--- src/rtl/float_pkg.sv ---
// rtl/float_pkg.sv - shared floating-point types, constants and operand classification
//
// Purpose : common definitions for the FP datapath blocks (divide_top, multiply_top).
// Contents: default field widths, quiet-NaN constant, FSM state enum,
//           operand-class enum and classify() helper.

package float_pkg;

    localparam int DEF_EXP_W = 8;
    localparam int DEF_MAN_W = 23;

    // Canonical quiet NaN for the default format: {0, all-ones, 1, 0..0}
    localparam logic [DEF_EXP_W+DEF_MAN_W:0] QNAN =
        {1'b0, {DEF_EXP_W{1'b1}}, 1'b1, {(DEF_MAN_W-1){1'b0}}};

    typedef enum logic [1:0] {
        IDLE,
        DIVIDE,
        NORMALIZE,
        DONE
    } state_t;

    typedef enum logic [1:0] {
        ZERO,
        NORM,
        INF,
        NAN
    } op_class_t;

    // Denormals (exp==0) are deliberately reported as ZERO: they are flushed.
    function automatic op_class_t classify(
        input logic exp_zero,
        input logic exp_ones,
        input logic man_nz
    );
        if (exp_zero) begin
            return ZERO;
        end
        if (exp_ones) begin
            return man_nz ? NAN : INF;
        end
        return NORM;
    endfunction

endpackage

--- src/rtl/mantissa_divider.sv ---
// rtl/mantissa_divider.sv - restoring iterative mantissa divider, one quotient bit per cycle
//
// Purpose : divides {1,ma} by {1,mb}, producing MAN_W+2 quotient bits, MSB weight 2^0.
// Ports   : clk_i       clock
//           reset_i     asynchronous active-low reset
//           start_i     load operands and begin iterating
//           dividend_i  {1, ma}
//           divisor_i   {1, mb}
//           quotient_o  quotient, final one cycle after done_o
//           done_o      high during the final iteration cycle

module mantissa_divider #(
    parameter int MAN_W = 23
) (
    input  logic             clk_i,
    input  logic             reset_i,
    input  logic             start_i,
    input  logic [MAN_W:0]   dividend_i,
    input  logic [MAN_W:0]   divisor_i,
    output logic [MAN_W+1:0] quotient_o,
    output logic             done_o
);

    localparam int QW = MAN_W + 2;
    localparam int CW = $clog2(QW + 1);

    logic [QW-1:0] rem_q;
    logic [QW-1:0] div_q;
    logic [QW-1:0] q_q;
    logic [CW-1:0] cnt_q;

    logic          ge;
    logic [QW-1:0] rem_sel;

    // rem < 2*div always holds, so QW bits suffice for the shifted remainder.
    always_comb begin
        ge      = (rem_q >= div_q);
        rem_sel = ge ? (rem_q - div_q) : rem_q;
    end

    always_ff @(posedge clk_i or negedge reset_i) begin
        if (!reset_i) begin
            rem_q <= '0;
            div_q <= '0;
            q_q   <= '0;
            cnt_q <= '0;
        end else if (start_i) begin
            rem_q <= {1'b0, dividend_i};
            div_q <= {1'b0, divisor_i};
            q_q   <= '0;
            cnt_q <= CW'(QW);
        end else if (cnt_q != '0) begin
            rem_q <= rem_sel << 1;
            q_q   <= {q_q[QW-2:0], ge};
            cnt_q <= cnt_q - CW'(1);
        end
    end

    assign quotient_o = q_q;
    assign done_o     = (cnt_q == CW'(1));

endmodule

--- src/rtl/divide_top.sv ---
// rtl/divide_top.sv - iterative floating-point divider, result_o = a_i / b_i
//
// Purpose : restoring division, truncation rounding, denormals flushed to zero.
// Ports   : clk_i        clock
//           reset_i      asynchronous active-low reset
//           in_valid_i   operands valid
//           in_ready_o   operands accepted (IDLE only)
//           a_i, b_i     dividend / divisor {sign, exponent, mantissa}
//           out_valid_o  result valid, held until out_ready_i
//           out_ready_i  consumer accepts result
//           result_o     registered quotient

module divide_top
    import float_pkg::*;
#(
    parameter int EXP_W = DEF_EXP_W,
    parameter int MAN_W = DEF_MAN_W,
    localparam int W    = 1 + EXP_W + MAN_W
) (
    input  logic         clk_i,
    input  logic         reset_i,
    input  logic         in_valid_i,
    output logic         in_ready_o,
    input  logic [W-1:0] a_i,
    input  logic [W-1:0] b_i,
    output logic         out_valid_o,
    input  logic         out_ready_i,
    output logic [W-1:0] result_o
);

    localparam int QW = MAN_W + 2;

    typedef logic signed [EXP_W+1:0] sexp_t;

    localparam sexp_t BIAS    = sexp_t'(2**(EXP_W-1) - 1);
    localparam sexp_t EXP_ALL = sexp_t'(2**EXP_W - 1);

    localparam logic [W-1:0] QNAN_W =
        (EXP_W == DEF_EXP_W && MAN_W == DEF_MAN_W) ? W'(QNAN)
        : {1'b0, {EXP_W{1'b1}}, 1'b1, {(MAN_W-1){1'b0}}};

    state_t state_q, state_d;

    logic         sign_q;
    sexp_t        exp_diff_q;
    logic [W-1:0] result_q;

    logic               sa, sb;
    logic [EXP_W-1:0]   ea, eb;
    logic [MAN_W-1:0]   ma, mb;
    op_class_t          ca, cb;

    logic               accept;
    logic               start;
    logic               is_special;
    logic [W-1:0]       special_res;
    sexp_t              exp_diff_in;

    logic [QW-1:0]      quot;
    logic               core_done;

    sexp_t              e_norm;
    logic [MAN_W-1:0]   man_norm;
    logic [W-1:0]       norm_res;

    assign {sa, ea, ma} = a_i;
    assign {sb, eb, mb} = b_i;

    mantissa_divider #(
        .MAN_W (MAN_W)
    ) u_core (
        .clk_i      (clk_i),
        .reset_i    (reset_i),
        .start_i    (start),
        .dividend_i ({1'b1, ma}),
        .divisor_i  ({1'b1, mb}),
        .quotient_o (quot),
        .done_o     (core_done)
    );

    // Operand classification and special-case result selection.
    always_comb begin
        ca          = classify(ea == '0, &ea, |ma);
        cb          = classify(eb == '0, &eb, |mb);
        is_special  = 1'b1;
        special_res = '0;
        if (ca == NAN || cb == NAN || (ca == ZERO && cb == ZERO) || (ca == INF && cb == INF)) begin
            special_res = QNAN_W;
        end else if (ca == INF || cb == ZERO) begin
            special_res = {sa ^ sb, {EXP_W{1'b1}}, {MAN_W{1'b0}}};
        end else if (ca == ZERO || cb == INF) begin
            special_res = {sa ^ sb, {(EXP_W+MAN_W){1'b0}}};
        end else begin
            is_special  = 1'b0;
        end
        exp_diff_in = $signed({2'b00, ea}) - $signed({2'b00, eb}) + BIAS;
    end

    // Quotient lies in (0.5, 2): either the MSB is set, or the next bit is
    // and the result needs one left shift with the exponent decremented.
    always_comb begin
        if (quot[QW-1]) begin
            man_norm = quot[MAN_W:1];
            e_norm   = exp_diff_q;
        end else begin
            man_norm = quot[MAN_W-1:0];
            e_norm   = exp_diff_q - sexp_t'(1);
        end
        if (e_norm >= EXP_ALL) begin
            norm_res = {sign_q, {EXP_W{1'b1}}, {MAN_W{1'b0}}};
        end else if (e_norm <= sexp_t'(0)) begin
            norm_res = {sign_q, {(EXP_W+MAN_W){1'b0}}};
        end else begin
            norm_res = {sign_q, e_norm[EXP_W-1:0], man_norm};
        end
    end

    // State register
    always_ff @(posedge clk_i or negedge reset_i) begin
        if (!reset_i) begin
            state_q <= IDLE;
        end else begin
            state_q <= state_d;
        end
    end

    // Next-state logic
    always_comb begin
        state_d = state_q;
        case (state_q)
            IDLE:      if (in_valid_i) state_d = is_special ? DONE : DIVIDE;
            DIVIDE:    if (core_done)  state_d = NORMALIZE;
            NORMALIZE: state_d = DONE;
            DONE:      if (out_ready_i) state_d = IDLE;
            default:   state_d = IDLE;
        endcase
    end

    // Output / control decode
    always_comb begin
        accept      = (state_q == IDLE) && in_valid_i;
        start       = accept && !is_special;
        in_ready_o  = (state_q == IDLE) && reset_i;
        out_valid_o = (state_q == DONE);
    end

    // Datapath registers
    always_ff @(posedge clk_i or negedge reset_i) begin
        if (!reset_i) begin
            sign_q     <= 1'b0;
            exp_diff_q <= '0;
            result_q   <= '0;
        end else begin
            if (accept) begin
                sign_q     <= sa ^ sb;
                exp_diff_q <= exp_diff_in;
                if (is_special) begin
                    result_q <= special_res;
                end
            end
            if (state_q == NORMALIZE) begin
                result_q <= norm_res;
            end
        end
    end

    assign result_o = result_q;

endmodule

--- config.mk ---
export PLATFORM = sky130hd
export DESIGN_NAME = divide_top
export DESIGN_NICKNAME = d
export VERILOG_FILES = /design/src/rtl/float_pkg.sv /design/src/rtl/mantissa_divider.sv /design/src/rtl/divide_top.sv
export SDC_FILE = /design/constraint.sdc
export NUM_CORES = 1
export LEC_CHECK = 0
export ABC_CLOCK_PERIOD_IN_PS = 4400
export CORE_AREA = 3 3 120 122
export DETAILED_ROUTE_END_ITERATION = 6
export DIE_AREA = 0 0 123 125
export PLACE_DENSITY = 0.84
export SKIP_CTS_REPAIR_TIMING = 1
export SYNTH_ARGS = -nofsm -noshare
export SYNTH_HDL_FRONTEND = slang
export SYNTH_SLANG_ARGS = --single-unit
--- constraint.sdc ---
create_clock -name clk_i -period 4.4 [get_ports clk_i]
set_input_delay 0.88 -clock clk_i [delete_from_list [all_inputs] [get_ports clk_i]]
set_output_delay 0.88 -clock clk_i [all_outputs]
set_load 0.01 [all_outputs]
==> results <==
- The slew at the pin with the worst max-slew slack is 1070 ps.
- The worst path needs 3430 ps of the cycle, external delays included.
- The kind of launch point of the worst setup path is a flop.
- The number of stages on the worst setup path is 8.
- The post-route worst hold slack is 425 ps.
- Power spread over the standard cell area amounts to a little over 800 nW/um^2.
- The die area is 15400 um^2.
- The overall power of the completed layout is between 7 and 8 mW.
- In this run the cell area of the synthesized design comes to around 8000 um^2.
- Along the worst path, the maximum fanout reaches 33.
- The CTS tree is built.
- After detailed routing, the average wire length per cell comes to 16.9 um.
- The detail route stage leaves a number of antenna-violating nets equal to 0.
- From synthesis to final layout, the design area changed by 20.5%.
- The path class of the tightest hold or removal check is primary input to asynchronous set/reset pin.
- The overall via count from detail_route is 7309.
- The fill cell instance count of the final layout is 1023.
- The startpoint identified for the worst register-to-register timing path is u_core.rem_q[7].
- The total clock buffers created by CTS is 17.
- The most instantiated flip-flop cell in the synthesis netlist is sky130_fd_sc_hd__dfrtp_1.
- The share of the synthesized area in the top cell type is between 30% and 40%.
- Across all register-to-register paths, the minimum setup slack is 970 ps.
- Together, buffers and inverters on the worst path number 0.
- The count of final max-slew check failures is 0.
- The cell seen most often among critical-path stages is sky130_fd_sc_hd__o221ai_1.
- Summed over all layers, the routed wires come to 20400 um.
- The floorplan has 42 rows.
- For this run, the number of Yosys warnings is 0.
- The initial core utilization is between 60% and 70%.
- Summed over all instances, the cell type with the most area after synthesis is sky130_fd_sc_hd__dfrtp_1.
- The count of routing violations after the opening detailed-route iteration is 654.
- Following the worst setup path forward leads to its endpoint at u_core.rem_q[21].
- The cell-internal power is approximately 4.4 mW.
- The I/O pin count is 102.
- In this run, the clock network consumes 17.7% of the power.
- The synthesized instance count is 941.
- The count of buffers inserted at the top-level ports is around 100.
- The combinational share of power is approximately 57%.
- At the end of routability-driven placement, the weighted congestion stood at 0.917.
- Each instance of the synthesized netlist takes up on average 8.49 um^2.
- The static leakage power is 4.06 nW.
- The critical path required time is 4660 ps.
- The final period utilization is about 80%.
- The clock tree root driver cell is sky130_fd_sc_hd__clkbuf_16.
- For this run, design rule violations remaining after detail routing come to 0.
- 0 antenna diodes ended up in the layout.
- The detailed-router iteration count before antenna repair is 5.
- In this run the worst setup path begins at u_core.rem_q[7].
- Timing would allow up to roughly 290 MHz.
- Yosys mapped a number of flops with a built-in enable equal to 0.
- Counting every net in the synthesized netlist gives 1053.
- Setup repair after global routing left no endpoint under its margin.
- The number of distinct standard cells referenced by the synthesized netlist is roughly 70.
- The global routing usage summed across all routing layers is 27.5%.
- The peak ir drop on the vdd network is approximately 0.43 mV.
- The depth of the most critical reg-to-reg path is 8.
- The sequential fraction of the synthesis area is 38.9%.
- The run finished with clean final reports.
- The width of the chip is approximately 120 um.
- Clock latency on the worst-skew pair, taken at its later pin, is between 400 and 500 ps.
- CTS built an H-tree with a depth of 4.
- The number of failing setup endpoints in the final timing report is 0.
- The final-layout setup total negative slack is 0 ps.
- In this run the power spent charging and discharging nets is 3.45 mW.
- The endpoint of the worst register-to-register path is u_core.rem_q[21].
- The region available for standard cell placement spans 13300 um^2.
- The clock sink total is 124.
- The relative max-transition margin is 28.3%.
- The mean number of vias per cell is 6.05.
- The cell with the biggest individual delay on the critical path is sky130_fd_sc_hd__a31oi_4.
- Of all flip-flops after synthesis, the portion carrying an async set or reset was 100%.
- The sequential group share of total power is 25.5%.
- The largest net degree at the start of global routing is between 80 and 90.
- Counting along the longest clock path gives a buffer depth of 2.
- The total global routing overflow is 0.
- The number of antenna violations at the first check in global routing is 0.
- The final number of hold-violating endpoints is 0.
- Across the run, the number of max-cap violations was 0.
- The final worst clock skew is 9.79 ps.
- The signal on the critical path passes through ha_1 -> a21o_1 -> nor3_2 -> o221ai_1 -> o41a_2 -> a31oi_4 -> nand2b_1 -> o221ai_1.
- The final core area utilization is between 70 and 80%.
- The post-detailed-placement half-perimeter wirelength is 14400 um.
- The arrival time at the worst endpoint is 3690 ps.
- The number of global-route vias before repair is ~7.2k.
- STA classifies the critical path endpoint as a flop.
- Synthesis inferred between 100 and 150 register bits.
- The critical path is of the flop to flop type.
- In the final layout, the share of cells above drive strength 1 is 6.20%.
- The vertical extent of the die is 125 um.
- Clock-pin slew was measured on the worst setup and hold paths at 60 ps.
- The first global-routing pass estimated between 30000 and 40000 um of wire.
- The proportion of total power due to net switching is roughly 44%.
- For this run, the slowest stage of the critical path takes about 800 ps.
- By area the synthesized netlist is led by sky130_fd_sc_hd__dfrtp_1 (39%), sky130_fd_sc_hd__nand2_1 (7.2%), sky130_fd_sc_hd__ha_1 (6.6%), sky130_fd_sc_hd__o21ai_0 (4.6%), sky130_fd_sc_hd__a21oi_1 (4.4%).
- At the end of the flow, the number of nets in the layout was roughly 1.1k.
- In this design, the largest share of critical-path delay is due to compound AO/OA/AOI/OAI gates.
cells in the mapped netlist (5+ instances only):
cell and number:
sky130_fd_sc_hd__or3_1 6, sky130_fd_sc_hd__clkbuf_1 38, sky130_fd_sc_hd__ha_1 42, sky130_fd_sc_hd__buf_6 5, sky130_fd_sc_hd__o211ai_1 6, sky130_fd_sc_hd__nor4_1 14
sky130_fd_sc_hd__a21o_1 17, sky130_fd_sc_hd__inv_1 49, sky130_fd_sc_hd__xor2_1 14, sky130_fd_sc_hd__and3_1 10, sky130_fd_sc_hd__o21ai_0 74, sky130_fd_sc_hd__a21oi_1 71
sky130_fd_sc_hd__o21ai_1 27, sky130_fd_sc_hd__mux2i_1 27, sky130_fd_sc_hd__nand2_1 153, sky130_fd_sc_hd__nor3_1 22, sky130_fd_sc_hd__nor2_1 65, sky130_fd_sc_hd__a211oi_1 15
sky130_fd_sc_hd__nor2b_1 7, sky130_fd_sc_hd__nand4_1 11, sky130_fd_sc_hd__xnor2_1 27, sky130_fd_sc_hd__nand2b_1 6, sky130_fd_sc_hd__o221ai_1 10, sky130_fd_sc_hd__nand3_1 12
sky130_fd_sc_hd__dfrtp_1 124, sky130_fd_sc_hd__o21a_1 6
routing by layer:
metal	global-route usage, %	share of wire, %	vias to the layer above
met5	0	0	-
met2	45.6	50	250
met3	6.10	5.9	59
met1	35.3	42	3501
met4	10.0	2.9	0
li1	-	-	3499
stage by stage:
stage | std cells | instance area, um^2 | worst slack [ps]
2_1_floorplan | 941 | 7990 | 1530
3_3_place_gp | 1177 | 9040 | 727
3_5_place_dp | 1177 | 9040 | 606
4_1_cts | 1209 | 9630 | 1010
5_1_grt | 1209 | 9630 | 801
6_report | 1209 | 9630 | 971
registers in the layout, indices dropped and copies added (netlist names):
| register | flops |
|---|---|
| result_o | 32 |
| u_core.quotient_o | 25 |
| u_core.rem_q | 25 |
| u_core.div_q | 24 |
| exp_diff_q | 10 |
| u_core.cnt_q | 5 |
| state_q | 2 |
| sign_q | 1 |
worst min path at each step:
| stage | start | end |
|---|---|---|
| 2_1_floorplan | u_core.div_q[23] | u_core.div_q[23] |
| 3_3_place_gp | u_core.div_q[23] | u_core.div_q[23] |
| 3_5_place_dp | u_core.div_q[23] | u_core.div_q[23] |
| 4_1_cts | reset_i | exp_diff_q[8] |
| 5_1_grt | reset_i | exp_diff_q[9] |
| 6_report | reset_i | exp_diff_q[6] |
logic make-up (layout without fill, tap and decap cells):
group           Yosys count  after routing  synth area share, %
compound gates          270            270                 21.0
xor+xnor                 41             41                 4.50
fa+ha+maj                44             44                 7.08
buf+inv                  98            190                 5.30
flops                   124            124                 38.9
mux                      30             30                 3.81
simple gates            334            334                 19.5
placed cells by master, fill, tap and decap left out, drive strengths merged, types with 5 or more instances in the layout:
| cell | count |
|---|---|
| nor2 | 65 |
| a31oi | 5 |
| nand2 | 155 |
| nor3 | 26 |
| or2 | 5 |
| clkbuf | 19 |
| o221ai | 10 |
| nand2b | 6 |
| o211ai | 6 |
| a211oi | 15 |
| or3 | 6 |
| nand3 | 12 |
| buf | 9 |
| and3 | 10 |
| nor2b | 7 |
| xor2 | 14 |
| a21o | 17 |
| o21ai | 101 |
| inv | 56 |
| dfrtp | 124 |
| nand4 | 11 |
| a21oi | 71 |
| xnor2 | 27 |
| mux2i | 27 |
| ha | 42 |
| o21a | 7 |
| nor4 | 14 |
| clkdlybuf4s50 | 100 |
power groups by stage:
stage	logic (mW)	registers [mW]	clock network (mW)
global route	4.99	2.05	1.45
detailed placement	4.37	2.00	0
global placement	4.25	1.97	0
CTS	4.43	1.99	1.40
finish	4.46	2.00	1.39
floorplan	3.43	1.92	0
final cells by class:
| class | instances | area (um^2) | share of cell area, % |
|---|---|---|---|
| clock inverter | 13 | 129 | 1.34 |
| inverter | 49 | 184 | 1.91 |
| timing repair buffer | 109 | 1070 | 11.1 |
| sequential | 124 | 3100 | 32.2 |
| clock buffer | 19 | 453 | 4.71 |
| tap | 176 | 220 | 2.29 |
| multi-input combinational | 719 | 4470 | 46.4 |
No activity file was read; power rests on OpenSTA's default activity.
==> RTL change 1: new RTL, config.mk and constraints unchanged <==
`DEF_EXP_W`: 8 -> 10.
--- a/src/rtl/float_pkg.sv
+++ b/src/rtl/float_pkg.sv
@@ -6,7 +6,7 @@
 
 package float_pkg;
 
-    localparam int DEF_EXP_W = 8;
+    localparam int DEF_EXP_W = 10;
     localparam int DEF_MAN_W = 23;
 
     // Canonical quiet NaN for the default format: {0, all-ones, 1, 0..0}
Interface: changed (resized a_i, b_i and result_o); port bits go from 102 to 108. The function was not compared with the original's and may differ.
==> RTL change 1 against the unedited design <==
Global-route usage increased by 0.40 points; wire length increased by 2.4%; via count increased by 1.9%; setup slack got worse by 0.16 ns; area after synthesis increased by 1.7%; sequential cell count increased by 4; total power decreased by 1.3%; cell count increased by 2.4%; final area increased by 3.5%; largest cell class unchanged.
==> RTL change 1: results (changes against the unedited design) <==
** Place
- The half-perimeter wire length of the detailed placement result is 14,720 um (+2.3%).
- The number of buffers added on ports is 107 (+5.9%).
- The placed instance count came to 1,207 (+2.5%).
- Worst slack after detailed placement :: 0.6242 ns (+0.01844 ns)
- The last weighted congestion value of the routability-driven placer is 0.9359 (+2.0%).
- Placed inst area :: 0.009348 sq mm (+3.4%)

** Outcome
- Status :: completed

** Global routing
- Met3 usage :: 5.556% (-0.54 points)
- Total Routing Usage GR :: 27.95% (+0.40 points)
- The first-pass GRT wire length is 34,850 um (+0.96%).
- Fraction of met1 tracks used by global routing :: 37.27% (+1.9 points)

** Synth
- The sequential-to-total area share from yosys stat was 39.43% (+0.57 points).
- Post-synthesis compound-gate area fraction :: 20.13% (-0.83 points)
- Proportion of synthesized area in mux cells :: 4.004% (+0.20 points)
- The post-synthesis average cell area is 8.516 sq um (+0.34%).
- Number of distinct library cells after synthesis :: 69 (-2.8%)
- Adder and majority gate portion of the synthesized area :: 7.269% (+0.19 points)

** Pwr
- Psw :: 3.267 mW (-5.2%)
- The worst IR drop on VDD came to 0.0005298 V (+24%).

** Route
- The wire length reported by the detailed router was 20,930 um (+2.4%).
- The wire length on met1 came to 8966 um (+5.3%).
- Vias post-DR :: 7,451 (+1.9%)
- WL met3 :: 1338 um (+10%)
- The per-cell via count in the routed design came to 6.019 (-0.45%).

** Setup path
- The startpoint identified for the worst register-to-register timing path is u_core.div_q[2].
- Delay of the slowest cell on the worst path :: 0.60 ns (-0.21 ns)

** STA
- Largest clock skew in the final design :: 0.01045 ns (+0.0006538 ns)
- Transition time at the pin with the least slew margin :: 1.012 ns (-0.06327 ns)
- Hold slack final :: 0.4479 ns (+0.02262 ns)

** Min path
- Worst min-delay path category :: flop to flop
## RTL change 1: changes by cell type in the layout (fill, tap and decap cells not counted), sizes merged, moves of 6 or more
cell,unedited run,this run
nand2,155,175
o21ai,101,114
a21oi,71,59
o221ai,10,0
a211oi,15,23
a21o,17,10
nor2,65,58
and3,10,4
buf,9,15
clkdlybuf4s50,100,106
## RTL change 1: power by group through the flow
stage / Sequential [mW] / Combinational (mW) / Clock, mW
floorplan: 1.99 / 3.09 / 0
global placement: 2.01 / 3.98 / 0
detailed placement: 2.04 / 4.08 / 0
CTS: 2.03 / 4.18 / 1.49
global route: 2.10 / 4.69 / 1.54
finish: 2.04 / 4.22 / 1.48
## RTL change 1: layout make-up
class,count,area (sq um)
Clock buffer,21,450.4
Clock inverter,10,160.2
Fill cell,968,3337
Inverter,52,195.2
Multi-Input combinational cell,730,4543
Sequential cell,128,3203
Tap cell,176,220.2
Timing Repair Buffer,121,1186
==> RTL change 2: new RTL, same settings <==
Without the edit above. Make the reset (`reset_i`) synchronous in 3 clocked blocks. Comments in the files are not updated.
--- a/src/rtl/mantissa_divider.sv
+++ b/src/rtl/mantissa_divider.sv
@@ -38,7 +38,7 @@
         rem_sel = ge ? (rem_q - div_q) : rem_q;
     end
 
-    always_ff @(posedge clk_i or negedge reset_i) begin
+    always_ff @(posedge clk_i) begin
         if (!reset_i) begin
             rem_q <= '0;
             div_q <= '0;
--- a/src/rtl/divide_top.sv
+++ b/src/rtl/divide_top.sv
@@ -116,7 +116,7 @@
     end
 
     // State register
-    always_ff @(posedge clk_i or negedge reset_i) begin
+    always_ff @(posedge clk_i) begin
         if (!reset_i) begin
             state_q <= IDLE;
         end else begin
@@ -145,7 +145,7 @@
     end
 
     // Datapath registers
-    always_ff @(posedge clk_i or negedge reset_i) begin
+    always_ff @(posedge clk_i) begin
         if (!reset_i) begin
             sign_q     <= 1'b0;
             exp_diff_q <= '0;
Behaviour: differs if reset_i is asserted again (counterexample within 4 cycles, from zero or initial values and one cycle with reset_i low); with reset_i held inactive, the same outputs for 4 cycles.
==> RTL change 2 against the unedited design <==
Clock power fell by 4%; sequential cell count did not move; wire length fell by 3.9%; cell count rose by 2.7%; combinational power fell by 21%; area after synthesis fell by 5.1%; final area fell by 3.9%; total power fell by 19%; core utilization fell by 2.8 points; register-to-register slack barely moved; setup slack got worse by 0.094 ns; largest cell class unchanged; largest power group unchanged.
==> RTL change 2: results (changes against the unedited design) <==
** Outcome
- Status :: completed

** Cells and area
- The proportion of layout cells with a drive suffix above 1 was 5.722% (-0.47 points).
- The count of fill cells added during filler insertion was 1,072 (+4.8%).
- The final net count is 1,165 (+2.9%).

** Setup path
- The stage delay of the slowest cell on the critical path was 0.66 ns (-0.15 ns).
- Crit-path max FO :: 5 (-85%)
- On the critical path, the stage with the largest delay is an instance of sky130_fd_sc_hd__a2111oi_0.
- Data arrival, critical path :: 3.86 ns (+0.17 ns)

** Synth
- Sequential fraction of the synthesis area :: 32.74% (-6.1 points)
- Async set or reset register ratio after synthesis :: 0% (-100 points)
- Main area contributors after synthesis :: sky130_fd_sc_hd__dfxtp_1 33%, sky130_fd_sc_hd__a21oi_1 7.3%, sky130_fd_sc_hd__ha_1 6.9%
- The number of distinct library cells after synthesis came to 72 (+1.4%).
- The net count after synthesis came to 1,091 (+3.6%).

** Pwr
- Worst ir drop on vdd :: 0.0004376 V (+2.2%)
- Total leakage power :: 3.422 nW (-16%)

** Min path
- Worst min-delay path category :: flop to flop

** Place
- The half-perimeter wire length of the detailed placement result was 14,010 um (-2.6%).
- The instance area after placement came to 0.008681 sq mm (-4.0%).
- Global placer's final weighted congestion :: 0.9142 (-0.34%)

** Route
- The per-cell via count in the routed design came to 5.914 (-2.2%).
- Number of design-rule violations left by the first detailed-router iteration :: 748 (+14%)

** STA
- Transition time at the pin with the least slew margin :: 1.156 ns (+0.08089 ns)

** Global routing
- Total Routing Usage GR :: 25.53% (-2.0 points)
- Wire length of the first global-routing pass :: 32,160 um (-6.8%)
- The number of antenna violations at the first check in global routing is 1 (+1).
- Vias in the first global route :: 6,948 (-3.9%)
==> RTL change 2: metal layers <==
layer | vias to the layer above | GRT usage, % | wire length, um
met5 | - | 0 | 18
met2 | 262 | 42.55 | 9561
met1 | 3398 | 31.63 | 8235
met4 | 2 | 10.29 | 512
li1 | 3638 | - | -
met3 | 45 | 5.962 | 1317
==> RTL change 2: logic make-up (layout without fill, tap and decap cells) <==
kind of cell	Yosys count	in the layout	synth area share, %
compound gates	286	286	24.89
xor+xnor	36	36	4.159
fa+ha+maj	44	44	7.460
buf+inv	111	198	5.611
flops	124	124	32.74
mux	31	31	4.110
simple gates	347	347	21.03
==> RTL change 2: where the power goes <==
| part | internal, mW | total (mW) | switching [mW] |
|---|---|---|---|
| clock network | 0.810 | 1.34 | 0.525 |
| logic | 1.43 | 3.51 | 2.08 |
| registers | 1.35 | 1.52 | 0.178 |
==> RTL change 2: final timing paths <==
kind | startpoint | endpoint | slack, ns | cells past startpoint
setup / recovery | b_i[23] | exp_diff_q[8] | 0.88 | 11
hold / removal | u_core.div_q[15] | u_core.div_q[15] | 0.45 | 2
hold reg to reg | u_core.div_q[15] | u_core.div_q[15] | 0.45 | 2
setup reg to reg | u_core.div_q[15] | u_core.rem_q[9] | 0.97 | 11
==> RTL change 2: metrics by stage <==
stage	hold slack, ns	setup WS [ns]	cells
5_1_grt	0.4767	0.6733	1242
6_report	0.4539	0.8773	1242
3_3_place_gp	0.4435	0.5954	1210
4_1_cts	0.4549	0.8997	1242
2_1_floorplan	0.4363	1.276	979
3_5_place_dp	0.4467	0.4643	1210
==> RTL change 2: layout make-up <==
| cell class | instances | area (sq um) | area share, % |
|---|---|---|---|
| Clock buffer | 20 | 456.7 | 4.935 |
| Timing Repair Buffer | 112 | 1094 | 11.82 |
| Sequential cell | 124 | 2482 | 26.83 |
| Tap cell | 176 | 220.2 | 2.380 |
| Clock inverter | 12 | 116.4 | 1.257 |
| Inverter | 54 | 202.7 | 2.190 |
| Multi-Input combinational cell | 744 | 4682 | 50.59 |
==> RTL change 2: worst reg2reg max path, cell delays in order (launching register included) <==
cell	delay [ns]
sky130_fd_sc_hd__dfxtp_1	0.32
sky130_fd_sc_hd__inv_1	0.05
sky130_fd_sc_hd__ha_1	0.37
sky130_fd_sc_hd__and3_1	0.23
sky130_fd_sc_hd__a211oi_1	0.39
sky130_fd_sc_hd__o211a_1	0.21
sky130_fd_sc_hd__o21bai_1	0.15
sky130_fd_sc_hd__nor2_2	0.60
sky130_fd_sc_hd__buf_4	0.38
sky130_fd_sc_hd__mux2_2	0.36
sky130_fd_sc_hd__mux2i_1	0.13
sky130_fd_sc_hd__o21ai_0	0.08
